**src/rtl/bist_pkg.sv**
```systemverilog
// Shared BIST definitions: controller states and default MISR constants.
// Shared by the response analyser and the pattern generator.
package bist_pkg;

  typedef enum logic [2:0] {
    IDLE,
    LOAD,
    COMPACT,
    COMPARE,
    DONE
  } state_t;

  localparam int          DEF_MISR_W = 16;
  localparam logic [15:0] DEF_POLY   = 16'h6801;
  localparam logic [15:0] DEF_SEED   = 16'hFFFF;

endpackage

```
**src/rtl/bist_misr_core.sv**
```systemverilog
// Galois left-shift MISR with synchronous seed load and update enable.
// Parallel data is XORed into the shifted value on every enabled cycle.
module bist_misr_core #(
  parameter int             W    = 16,
  parameter logic [W-1:0]   POLY = '0,
  parameter logic [W-1:0]   SEED = '1
) (
  input  logic         clk,
  input  logic         rst_n,
  input  logic         i_load,
  input  logic         i_en,
  input  logic [W-1:0] i_data,
  output logic [W-1:0] o_sig
);

  logic [W-1:0] r_sig;
  logic [W-1:0] w_next;

  always_comb begin
    w_next = {r_sig[W-2:0], 1'b0} ^ i_data;
    if (r_sig[W-1]) w_next = w_next ^ POLY;
  end

  always_ff @(posedge clk) begin
    if (!rst_n) begin
      r_sig <= '0;
    end else if (i_load) begin
      r_sig <= SEED;
    end else if (i_en) begin
      r_sig <= w_next;
    end
  end

  assign o_sig = r_sig;

endmodule

```
**src/rtl/bist_resp_misr.sv**
```systemverilog
// BIST output response analyser: MISR compaction and golden compare.
// Define BIST_TIMEOUT_EN to add the idle-response watchdog and timeout port.
module bist_resp_misr
  import bist_pkg::*;
#(
  parameter int                  MISR_W = DEF_MISR_W,
  parameter logic [MISR_W-1:0]   POLY   = MISR_W'(DEF_POLY),
  parameter logic [MISR_W-1:0]   SEED   = MISR_W'(DEF_SEED),
  parameter int                  N_PAT  = 256,
  parameter logic [MISR_W-1:0]   GOLDEN = '0
`ifdef BIST_TIMEOUT_EN
  ,
  parameter int                  TIMEOUT = 1024
`endif
) (
  input  logic              CLK,
  input  logic              RST,
  input  logic              start,
  input  logic              resp_valid,
  input  logic              resp_synced,
  input  logic              resp_err,
  output logic [MISR_W-1:0] signature,
  output logic              busy,
  output logic              pass_fail,
`ifdef BIST_TIMEOUT_EN
  output logic              timeout,
`endif
  output logic              bist_end
);

  localparam int CW = $clog2(N_PAT + 1);

  state_t      r_state;
  state_t      w_next;
  logic [CW-1:0] r_count;
  logic        r_pass;
  logic        r_end;
  logic        w_load;
  logic        w_upd;
  logic        w_cmp;
  logic        w_clr;
  logic        w_last;
  logic [MISR_W-1:0] w_data;

  assign w_last = (r_count == CW'(N_PAT - 1));
  assign w_data = {{(MISR_W-2){1'b0}}, resp_err, resp_synced};

`ifdef BIST_TIMEOUT_EN
  localparam int TW = $clog2(TIMEOUT + 1);
  logic [TW-1:0] r_wd;
  logic          r_to;
  logic          w_to;
  assign w_to    = (r_state == COMPACT) && !resp_valid
                && (r_wd == TW'(TIMEOUT - 1));
  assign timeout = r_to;
`endif

  always_ff @(posedge CLK) begin
    if (!RST) r_state <= IDLE;
    else      r_state <= w_next;
  end

  always_comb begin
    w_next = r_state;
    w_load = 1'b0;
    w_upd  = 1'b0;
    w_cmp  = 1'b0;
    w_clr  = 1'b0;
    unique case (r_state)
      IDLE, DONE: begin
        if (start) begin
          w_next = LOAD;
          w_clr  = 1'b1;
        end
      end
      LOAD: begin
        w_load = 1'b1;
        w_next = COMPACT;
      end
      COMPACT: begin
        if (resp_valid) begin
          w_upd = 1'b1;
          if (w_last) w_next = COMPARE;
        end
`ifdef BIST_TIMEOUT_EN
        else if (w_to) begin
          w_next = DONE;
        end
`endif
      end
      COMPARE: begin
        w_cmp  = 1'b1;
        w_next = DONE;
      end
      default: w_next = IDLE;
    endcase
  end

  always_ff @(posedge CLK) begin
    if (!RST) begin
      r_count <= '0;
      r_pass  <= 1'b0;
      r_end   <= 1'b0;
    end else begin
      if (w_clr || w_load) begin
        r_pass <= 1'b0;
        r_end  <= 1'b0;
      end
      if (w_load) r_count <= '0;
      if (w_upd)  r_count <= r_count + 1'b1;
      if (w_cmp) begin
        r_pass <= (signature == GOLDEN);
        r_end  <= 1'b1;
      end
`ifdef BIST_TIMEOUT_EN
      if (w_to) begin
        r_pass <= 1'b0;
        r_end  <= 1'b1;
      end
`endif
    end
  end

`ifdef BIST_TIMEOUT_EN
  // Watchdog counts consecutive empty COMPACT cycles only.
  always_ff @(posedge CLK) begin
    if (!RST) begin
      r_wd <= '0;
      r_to <= 1'b0;
    end else begin
      if (w_clr || w_load) r_to <= 1'b0;
      if (w_to)            r_to <= 1'b1;
      if (r_state != COMPACT || resp_valid) r_wd <= '0;
      else                                  r_wd <= r_wd + 1'b1;
    end
  end
`endif

  bist_misr_core #(
    .W    (MISR_W),
    .POLY (POLY),
    .SEED (SEED)
  ) u_misr (
    .clk    (CLK),
    .rst_n  (RST),
    .i_load (w_load),
    .i_en   (w_upd),
    .i_data (w_data),
    .o_sig  (signature)
  );

  assign busy      = (r_state == LOAD) || (r_state == COMPACT)
                  || (r_state == COMPARE);
  assign pass_fail = r_pass;
  assign bist_end  = r_end;

endmodule

```
**config.mk**
```make
export PLATFORM = sky130hd
export DESIGN_NAME = bist_resp_misr
export DESIGN_NICKNAME = d
export VERILOG_FILES = /design/src/rtl/bist_pkg.sv /design/src/rtl/bist_misr_core.sv /design/src/rtl/bist_resp_misr.sv
export SDC_FILE = /design/constraint.sdc
export NUM_CORES = 1
export LEC_CHECK = 0
export BUFFER_PORTS_ARGS = -buffer_cell sky130_fd_sc_hd__buf_2
export CAP_MARGIN = 20
export CORE_UTILIZATION = 40
export CTS_CLUSTER_DIAMETER = 120
export DETAILED_ROUTE_END_ITERATION = 8
export PLACE_DENSITY = 0.7
export SYNTH_ARGS = -nofsm -noshare
export SYNTH_HDL_FRONTEND = slang
export SYNTH_SLANG_ARGS = --single-unit
```
**constraint.sdc**
```tcl
create_clock -name CLK -period 3.9 [get_ports CLK]
set_input_delay 0.195 -clock CLK [delete_from_list [all_inputs] [get_ports CLK]]
set_output_delay 0.195 -clock CLK [all_outputs]
set_load 0.02 [all_outputs]
```
==> out/summary.md, run 1 <==
Summed over all cells, the static leakage comes to 0.588 nW. Headroom to the max-slew limit came out at 71.6%. Along the worst hold path, the cell count comes to 3. Summing the sequential cell areas from Yosys gives 43.3% of the chip area. The worst path meets setup with 2240 ps of slack. The tools report the total standard cell area after synthesis as 1390 um2. The Yosys step of the flow raised 0 warnings. The portion of netlist area occupied by mux cells was 0%; the worst slack after detailed placement was 2260 ps.

The endpoint kind of the worst setup timing path was a flop. The tools report the final routed wirelength across all metal layers as 2980 um. Hold timing on the final database bottoms out at a slack of 209 ps.

The maximum root-to-sink buffer count is 2, and the number of I/O port buffers is 24. The tool flagged a number of max-cap violations equal to 0. The logic depth of the worst register-to-register path was 4. IR analysis of the VDD net gives a maximum drop of 0.000224 V.

In the post-synthesis netlist, the biggest area contributors are sky130_fd_sc_hd__dfxtp_1 (43%), sky130_fd_sc_hd__o221a_1 (7.3%), sky130_fd_sc_hd__o221a_2 (6.5%). Global routing consumed, over all layers together, 18.2% of the routing resources. The first routing iteration left 31 violations. The run gives 0.602 GHz as the timing-limited maximum frequency. The min-delay analysis places its worst path in the category input port to flop. Number of hold violations in the final report: 0. At the worst endpoint, the required time is 4160 ps. The placement row count was 21. The mean instance size in the synthesized netlist works out to 10.4 um2.

TritonCTS built the clock tree. The fraction of layout cells with a size suffix above 1 works out to 28.6%. The critical path is of the flop to flop type. The largest single stage delay on the critical path is 550 ps. The tools report the source of the worst register-to-register timing path as r_state[1]. The cell-internal power came out at 0.450 mW. Setup repair after global routing left no endpoint under its margin.

STA puts the critical path data arrival time at 1920 ps. The number of sinks handled by clock tree synthesis was 30. The placed instances occupy a cell area of 1490 um2. Buffers inserted to repair hold after CTS numbered 0. The number of global-route vias before repair was 1080; the number of nets in the synthesized netlist was 142. The count of inserted antenna diode cells came out at 0. The worst hold path begins at start. The run gives 41.6% as the effective utilization at floorplan. The wire length per cell after detailed routing is 14.9 um. The total CTS buffers was 5. The largest individual stage delay along the critical path comes from the cell sky130_fd_sc_hd__dfxtp_1. The number of flip-flops and latches in the synthesized netlist is 30. At the pin with the least slew margin, the transition time is 426 ps. Counting I/O delays and the setup requirement, the final critical path takes 1660 ps.

The global placer's final weighted congestion is 0.686. The run gives 4820 um as the first-pass GRT wire length. In this run the clock root is driven by a sky130_fd_sc_hd__clkbuf_4. In this run the worst setup path begins at r_state[1]. Final-report max-slew violation count: 0. The dominant combinational cell family by area after synthesis was compound AO/OA/AOI/OAI gates. The first detailed-routing pass took 4 iterations. The tools report the final setup violation count as 0. The tools report the number of top-level pins as 25.

The number of setup buffers added after CTS is 0. The via count was 1141. The tools report the largest net degree at the start of global routing as 30.

The proportion of total power due to net switching is 31.2%, and the die extent in x is 60.9 um. The largest area contributor in the netlist is sky130_fd_sc_hd__dfxtp_1. Initial antenna violation count: 0. The synthesized netlist contains 40 unique library cells. The die covers 3710 um2. The H-tree was split into 2 levels. In this run, post-CTS repair resized a total of 0 instances.

Summing the areas of all fa, ha and maj instances in the mapped netlist gives 1.80% of the synthesized area. The tools report the sequential power share as 55.2%. In the layout the commonest cells are sky130_fd_sc_hd__dfxtp_1 (30), sky130_fd_sc_hd__buf_2 (24), sky130_fd_sc_hd__nand3_1 (10).

Once detail routing completed, the nets flagged for antenna violations numbered 0. In this run the worst path has a maximum fanout of 29. The area overhead of the layout relative to synthesis is 10.5%, and the clock network fraction of design power is 25.8%. After detailed routing, the number of vias per cell comes to 5.71. After detailed routing, the number of remaining DRC violations is 0.

Fraction of synthesized cell area in xor and xnor cells: 3.79%. For this design the total switching power over the nets is 0.205 mW. Summing the areas of all compound-gate instances in the mapped netlist gives 23.6% of the synthesized area. The clock-pin slew reported for the worst setup and hold paths after clock tree synthesis was 90 ps; the summed negative setup slack over all endpoints was 0 ps.

After synthesis, the largest area contributor takes up 43.3% of total cell area. Dividing total power by cell area gives a power density of 427 nW/um2. Leaving out fill and tap cells, the most frequent cell in the layout is sky130_fd_sc_hd__dfxtp_1.

After global routing the overflow that remains totals 0. Traced cell by cell, the critical path runs through nand4bb_1 > buf_4 > or4_1 > a21oi_1. Logic gate share of total power: 19.0%. The floorplan step set the die height to 60.9 um. Gate count of the mapped netlist: 134. The flow ran to the end, and the final reports show no timing, DRC or antenna violations.

The core region is 3340 um2. The simple-gate area share of the yosys netlist is 20.3%, and the final net count is 162. The HPWL after detailed placement is 1990 um. The clock reaches the later pin of the worst-skew pair after 330 ps.

The critical path startpoint category was a flop. The post-route clock period utilization came out at 42.6%. Clock skew on the completed layout was measured at 6.75 ps. The tools report the area of all placed cells without fillers as 1530 um2.
-- synth_stat cells (all sizes together) --
| cell | instances |
|---|---|
| o221a | 17 |
| nor2 | 6 |
| dfxtp | 30 |
| o211ai | 3 |
| or3b | 1 |
| nand4 | 1 |
| nor3 | 2 |
| nand4bb | 2 |
| o21ai | 1 |
| xor2 | 5 |
| nand2b | 1 |
| buf | 6 |
| or4 | 3 |
| a31oi | 3 |
| a211oi | 1 |
| clkbuf | 6 |
| nor4b | 3 |
| nor4 | 2 |
| a2bb2oi | 1 |
| nand2 | 6 |
| and3b | 1 |
| ha | 2 |
| and2b | 1 |
| a32oi | 1 |
| xnor2 | 1 |
| a211o | 1 |
| o311ai | 2 |
| nor3b | 1 |
| or3 | 2 |
| inv | 4 |
| a21oi | 7 |
| and4bb | 1 |
| nand3 | 10 |
-- per-layer routing --
metal  vias up  GRT usage (%)  wire length, um
li1        558              -                -
met1       551           20.3             1360
met2        28           32.2             1450
met3         4           5.33              129
met4         0           7.79               42
met5         -              0                0
-- worst paths after layout --
path / endpoint / slack [ps]
worst min-delay path: pass_fail / 210
worst max register to register: r_count[5] / 2240
worst max-delay path: r_count[5] / 2240
worst min register to register: r_count[8] / 490
-- cells by family after synthesis --
family                     after synthesis
xor gates and xnor gates                 6
and+or+nand+nor                         43
DFF                                     30
adders and majority gates                2
buffers and inverters                   16
AOI/OAI and AO/OA                       37
-- critical path: cells and delay by family, from the launching register on --
kind,cells,cell delay [ps]
buffers and inverters,1,250
and+or+nand+nor,2,640
DFF,1,550
AOI/OAI and AO/OA,1,150
-- power by group through the flow --
stage	Combinational [mW]	Clock, mW	Sequential, mW
after floorplan	0.0794	0	0.382
after global placement	0.123	0	0.366
after detailed placement	0.125	0	0.368
after CTS	0.125	0.179	0.361
after global routing	0.135	0.190	0.366
final	0.124	0.169	0.362
-- sequential cells by signal, indices dropped and copies added (netlist names) --
register and cells:
bist_end 1, pass_fail 1, r_count 9, r_state 3, u_misr.o_sig 16
-- layout make-up --
class / instances / area, um2
multi-input combinational: 88 / 687
timing repair buffer: 25 / 128
tap: 46 / 57.6
inverter: 4 / 15.0
sequential: 30 / 601
clock buffer: 7 / 45.0
fill: 315 / 1800
-- metrics by stage --
stage	std cells	power [mW]	utilization, %
3_5_place_dp	193	0.494	44.6
2_1_floorplan	134	0.461	-
6_report	200	0.655	45.9
5_1_grt	200	0.691	45.9
3_3_place_gp	193	0.489	44.6
4_1_cts	200	0.666	45.9
No activity file was read; power rests on OpenSTA's default activity.
==> run 2, diff against run 1 <==
==> constraint.sdc (replaced) <==
create_clock -name CLK -period 1.73 [get_ports CLK]
set_input_delay 0.0865 -clock CLK [delete_from_list [all_inputs] [get_ports CLK]]
set_output_delay 0.0865 -clock CLK [all_outputs]
set_load 0.02 [all_outputs]
==> run 2 against run 1 <==
Against the previous run: power grew 130%; wire length shrank 3.6%; critical path depth is the same; sequential share of layout area shrank 0.94 points; cell count grew 2.0%; highest routed layer unchanged; global-route usage shrank 0.25 points; sequential cell count is the same; non-clock buffer count grew 3; utilization grew 1.1 points; register-to-register slack lost 2100 ps; fmax grew 5.4%.
==> out/summary.md, run 2 (same netlist as run 1, synthesis figures left out) <==
Entering global routing, the biggest net connects 21 pins. After clock tree synthesis, the repair step resized 0 gates. From left edge to right edge, the die measures 60.9 um.

The number of violations of the max-capacitance limit is 0, and the cell-internal power is 1.06 mW. Wires add up to 2880 um. Clock latency on the worst-skew pair, taken at its later pin, is 310 ps. For the worst setup path, the data arrival time is 1790 ps.

The most utilized layer in the global route result was met2. The most common cell after layout, fill and taps aside is sky130_fd_sc_hd__dfxtp_1. On the final layout, the worst clock skew is 4.63 ps. At the end of the flow the core is filled with cells to 47.1%. Combinational logic is responsible for 19.6% of the overall power. Global placer's final weighted congestion: 0.759. TritonCTS built the clock tree. The effective utilization at floorplan came out at 41.6%. Cells with a size suffix above 1 make up 31.0% of the layout. The switching power total was 0.457 mW.

The root buffer cell chosen for the clock tree is sky130_fd_sc_hd__clkbuf_4. Setup violations remaining at the end of the flow were counted as 0. The headroom to the max-slew limit was 71.3%; the number of vias per cell after detailed routing was 5.76. For the number of sinks handled by clock tree synthesis, the log shows 30. The library cells used most frequently in the layout, excluding fill and tap cells, are sky130_fd_sc_hd__dfxtp_1 (30), sky130_fd_sc_hd__buf_2 (24), sky130_fd_sc_hd__nand3_1 (10).

The logs give 0 for the number of hold violations in the final report and 4860 um for the first-pass GRT wire length. The final net count was 165; the post-detailed-route count of antenna-violating nets was 0. The final critical-path required period is 1580 ps. Setup repair after global routing left no endpoint under its margin.

The buffer count from post-CTS setup fixing was 0. Along the worst path, the maximum fanout reaches 18. Detailed placement ended at an HPWL of 2010 um. Timing would allow up to 0.635 GHz. The initial antenna violation count is 0, and the total power per unit cell area is 969 nW/um2.

Counting the buffers created by CTS gives 5. The kind of critical path was flop to flop. The logs give 27 for the initial detailed-routing violation count and 0 for the count of inserted antenna diode cells. STA classifies the critical path endpoint as a flop.

The total congestion overflow after global routing is 0, and the number of top-level pins is 25. In the final routed layout, each cell accounts on average for 14.1 um. In the global route stage, met1 resource usage came out at 22.1%. Summed negative setup slack over all endpoints: 0 ps. The post-route clock period utilization works out to 91.1%. The design draws 1.52 mW. The hold buffer count at CTS is 0. The vertical die dimension was 60.9 um. After floorplanning, the core was divided into 21 placement rows. In the global route stage, met3 resource usage came out at 4.26%.

The clock network is responsible for 27.6% of the overall power. No sink is reached through more buffers than the 2 on the longest clock path. Number of I/O port buffers: 24.

The critical path startpoint category was a flop. The worst path required time was 1940 ps. For the total DRC errors in the routed layout, the log shows 0. The floorplan step defined a die boundary enclosing 3710 um2. In this run the worst hold path is classified as input port to flop. The logs give 1570 um2 for the area of all placed cells without fillers and 0 for the final-report max-slew violation count. For the sequential power share, the log shows 52.7%. Deepest level of the CTS H-tree: 2.

The register with the most flip-flops in the layout has 16 of them. Before CTS, the worst setup slack after placement is 175 ps. The run finished with clean final reports.

Net switching is 30.0% of the power. Compared with the post-synthesis result, the final layout area differs by 13.2%. For the number of global-route vias before repair, the log shows 1060.

The worst path meets setup with 155 ps of slack. Summed over all cells, the static leakage comes to 0.614 nW. The via count is 1176, and the met2 layer usage reported by global route is 30.0%. Clock-pin slew was measured on the worst setup and hold paths at 90 ps. Across the VDD grid, the largest voltage drop is 0.000567 V. Before antenna repair, the detailed router went through 4 iterations. The region available for standard cell placement spans 3340 um2. At the pin with the least slew margin, the transition time is 428 ps. Once placement finished, the instance area stood at 1510 um2. Global routing used 18.0% of the available tracks across all layers.
## run 2: changes by cell type in the layout (fill, tap and decap cells not counted)
cell                       change
sky130_fd_sc_hd__buf_4         +3
sky130_fd_sc_hd__clkbuf_1      -1
sky130_fd_sc_hd__clkbuf_8      +1
sky130_fd_sc_hd__clkinv_2      +1
## run 2: final timing paths
check	end	startpoint	slack (ps)	cells after the start
setup / recovery	u_misr.o_sig[13]	r_state[0]	150	4
hold / removal	pass_fail	start	80	3
setup reg to reg	u_misr.o_sig[13]	r_state[0]	150	4
hold reg to reg	r_count[8]	r_count[8]	480	2
## run 2: per-layer routing
metal  routed length, um  share of wire (%)
met2                1360                 47
met5                   0                  0
met4                  46                1.6
met3                 114                4.0
met1                1350                 47
## run 2: through the flow
step                hold slack (ps)  std cells
detailed placement              411        196
global route                   79.3        204
finish                         79.9        204
CTS                            67.0        204
floorplan                       285        134
global placement                430        196
## run 2: cell type report
cell class / count / area, um2
Clock buffer: 7 / 55.1
Clock inverter: 1 / 5.00
Fill cell: 338 / 1770
Inverter: 4 / 15.0
Multi-Input combinational cell: 88 / 687
Sequential cell: 30 / 601
Tap cell: 46 / 57.6
Timing Repair Buffer: 28 / 150
## run 2: worst max-delay path: stages, from the launching register on
cell and delay (ps):
sky130_fd_sc_hd__dfxtp_1 350, sky130_fd_sc_hd__nand4bb_1 360, sky130_fd_sc_hd__buf_4 340, sky130_fd_sc_hd__nand2_8 130, sky130_fd_sc_hd__o221a_2 290
## run 2: power groups by stage
stage | sequential [mW] | combinational (mW) | clock, mW
floorplan | 0.860 | 0.179 | 0
global route | 0.810 | 0.324 | 0.478
finish | 0.802 | 0.299 | 0.421
detailed placement | 0.819 | 0.300 | 0
global placement | 0.815 | 0.293 | 0
CTS | 0.803 | 0.300 | 0.437
==> run 3, diff against run 2 <==
==> constraint.sdc (replaced) <==
create_clock -name CLK -period 1.73 [get_ports CLK]
set_input_delay 0.173 -clock CLK [delete_from_list [all_inputs] [get_ports CLK]]
set_output_delay 0.173 -clock CLK [all_outputs]
set_load 0.02 [all_outputs]
==> run 3 against run 2 <==
Against the previous run: non-clock buffer count up 1; via count is essentially flat; fmax shrank 3.7%; worst hold slack better by 81 ps; design area rose by 0.48%; clock power increased by 6.4%; sequential cell count is the same; wire length up 3.8%; sequential power about the same; cell count rose by 0.49%; combinational power about the same; clock skew about the same; critical path type unchanged.
==> out/summary.md, run 3 (same netlist as run 1, synthesis figures left out) <==
The most common cell after layout, fill and taps aside is sky130_fd_sc_hd__dfxtp_1. For the total DRC errors in the routed layout, the log shows 0. The placed instance count was 197. The endpoint identified for the worst register-to-register timing path is r_count[5]. Counting the fill cells in the layout gives 346.

Of the cells placed in the final design, the portion with a size suffix greater than 1 is 31.4%. Number of cells upsized or downsized after cts: 0. The logic depth of the worst register-to-register path was 3; the leakage power was 0.619 nW. The worst path required time was 1990 ps. The tools report the master cell of the clock root buffer as sky130_fd_sc_hd__clkbuf_4.

In the finished design, the share of the clock period the worst path needs comes to 94.6%. Global routing consumed, over all layers together, 18.9% of the routing resources. In this run, CTS created clock tree buffers numbering 5. Setup repair after global routing left no endpoint under its margin.

The die covers 3710 um2. The area overhead of the layout relative to synthesis is 13.7%. IR analysis of the VDD net gives a maximum drop of 0.000460 V. After clock tree synthesis, the setup repair step added 0 buffers. The via count came out at 1177. Buffers inserted to repair hold after CTS numbered 0. Minimum setup slack among reg-to-reg paths: 90 ps.

Dividing the detail-routed wire length by the instance count gives 14.6 um. The largest net degree at the start of global routing is 19, and the maximum fanout along the worst path is 12. The detailed router finished its first iteration with 20 violations. For this run, the post-layout net count is 166.

Measured against its own limit, the worst slew margin works out to 68.6%. TritonCTS built the clock tree. Once the floorplan was initialized, standard cells occupied 41.6% of the core. In this run the count of I/O pins placed on the die edge is 25. The slew of the pin with the lowest slew margin came out at 468 ps. The register with the most flip-flops in the layout has 16 of them.

The first global-routing pass estimated 5090 um of wire. The clock-pin slew reported for the worst setup and hold paths after clock tree synthesis came out at 100 ps. The startpoint identified for the worst hold timing path is RST. Clock tree synthesis found a total of 30 sinks. Insertion delay of the later-clocked pin in the worst-skew pair: 330 ps. The post-route non-filler standard cell count was 205; the die extent in x was 60.9 um. The vertical die dimension was 60.9 um. For this run, the top clock speed supported by timing is 0.611 GHz. The tool flagged a number of max-cap violations equal to 0.

The summed negative setup slack over all endpoints came out at 0 ps. Critical path startpoint category: a flop. The worst clock skew was 4.21 ps; the number of cells on the worst hold path was 2. The number of global-route vias before repair is 1105, and the number of vias per cell after detailed routing is 5.74. Post-DP HPWL: 2000 um. The detail route stage leaves a number of antenna-violating nets equal to 0. STA classifies the critical path endpoint as a flop.

The tools report the worst hold endpoint as u_misr.o_sig[15]. Traced cell by cell, the critical path runs through nand4bb_1 > or4_1 > a21oi_1. The startpoint identified for the worst register-to-register timing path is r_state[2]. The run gives 2 as the deepest level of the CTS H-tree.

Cell with the largest stage delay on the worst path: sky130_fd_sc_hd__or4_1. The worst setup path is of the flop to flop kind. Input and output buffers added on the ports amount to 24. The final-report max-slew violation count is 0, and the total power per unit cell area is 984 nW/um2.

The top cell types in the final layout, fill and taps aside, are sky130_fd_sc_hd__dfxtp_1 (30), sky130_fd_sc_hd__buf_2 (24), sky130_fd_sc_hd__nand3_1 (10). The final layout contains routed wiring with a total length of 2990 um. The flow ran to the end, and the final reports show no timing, DRC or antenna violations. The maximum root-to-sink buffer count is 2. The number of antenna diodes in the final layout is 0. Setup violations remaining at the end of the flow were counted as 0.

STA puts the critical path data arrival time at 1900 ps. The number of hold violations in the final report was 0; the peak per-stage delay on the critical path was 620 ps. After floorplanning, the core was sized to cover 3340 um2. Row generation in the floorplan step produced 21 rows.

The final critical-path required period was 1640 ps. The initial antenna violation count is 0. After global routing the overflow that remains totals 0. The class of the tightest hold or removal check was input port to flop. The pre-antenna-repair detailed-routing pass consisted of 4 iterations. At the end of routability-driven placement, the weighted congestion stood at 0.767.
==> run 3: cell types whose count changed in the layout (fill, tap and decap cells not counted) <==
cell,change
sky130_fd_sc_hd__buf_4,+1
==> run 3: final cells by class <==
| class | count | area [um2] | share of cell area, % |
|---|---|---|---|
| Inverter | 4 | 15.0 | 0.952 |
| Sequential cell | 30 | 601 | 38.1 |
| Timing Repair Buffer | 29 | 158 | 9.99 |
| Multi-Input combinational cell | 88 | 687 | 43.5 |
| Tap cell | 46 | 57.6 | 3.65 |
| Clock buffer | 7 | 55.1 | 3.49 |
| Clock inverter | 1 | 5.00 | 0.317 |
==> run 3: power breakdown <==
part           switching (mW)  internal, mW  total [mW]
sequential             0.0588         0.744       0.803
clock                   0.251         0.197       0.448
combinational           0.176         0.126       0.302
==> run 3: layer usage <==
| layer | GRT usage (%) | part of all wire [%] |
|---|---|---|
| met1 | 23.6 | 46 |
| met2 | 30.1 | 49 |
| met3 | 7.46 | 4.0 |
| met4 | 6.17 | 0.77 |
| met5 | 0 | 0 |
==> run 3: worst max path at each step <==
stage          startpoint          endpoint  slack [ps]
6_report       r_state[2]        r_count[5]          90
5_1_grt        r_state[2]        r_count[5]          30
4_1_cts        r_state[2]        r_count[5]         110
3_5_place_dp   r_state[2]        r_count[5]         110
3_3_place_gp   r_state[2]        r_count[7]         230
2_1_floorplan  r_state[2]  u_misr.o_sig[10]         410
==> run 3: metrics by stage <==
step / hold WS (ps) / setup slack, ps / total power [mW] / instance area [um2] / util (%)
floorplan: 371 / 406 / 1.04 / 1390 / -
global placement: 466 / 232 / 1.11 / 1520 / 45.5
detailed placement: 465 / 110 / 1.12 / 1520 / 45.5
CTS: 153 / 109 / 1.56 / 1580 / 47.3
global route: 157 / 27.1 / 1.63 / 1580 / 47.3
finish: 161 / 93.5 / 1.55 / 1580 / 47.3
==> run 3: critical path: cells and delay by family (launching register included) <==
kind	cells	cell delay, ps
compound gates	1	160
flops	1	320
simple gates	2	1090
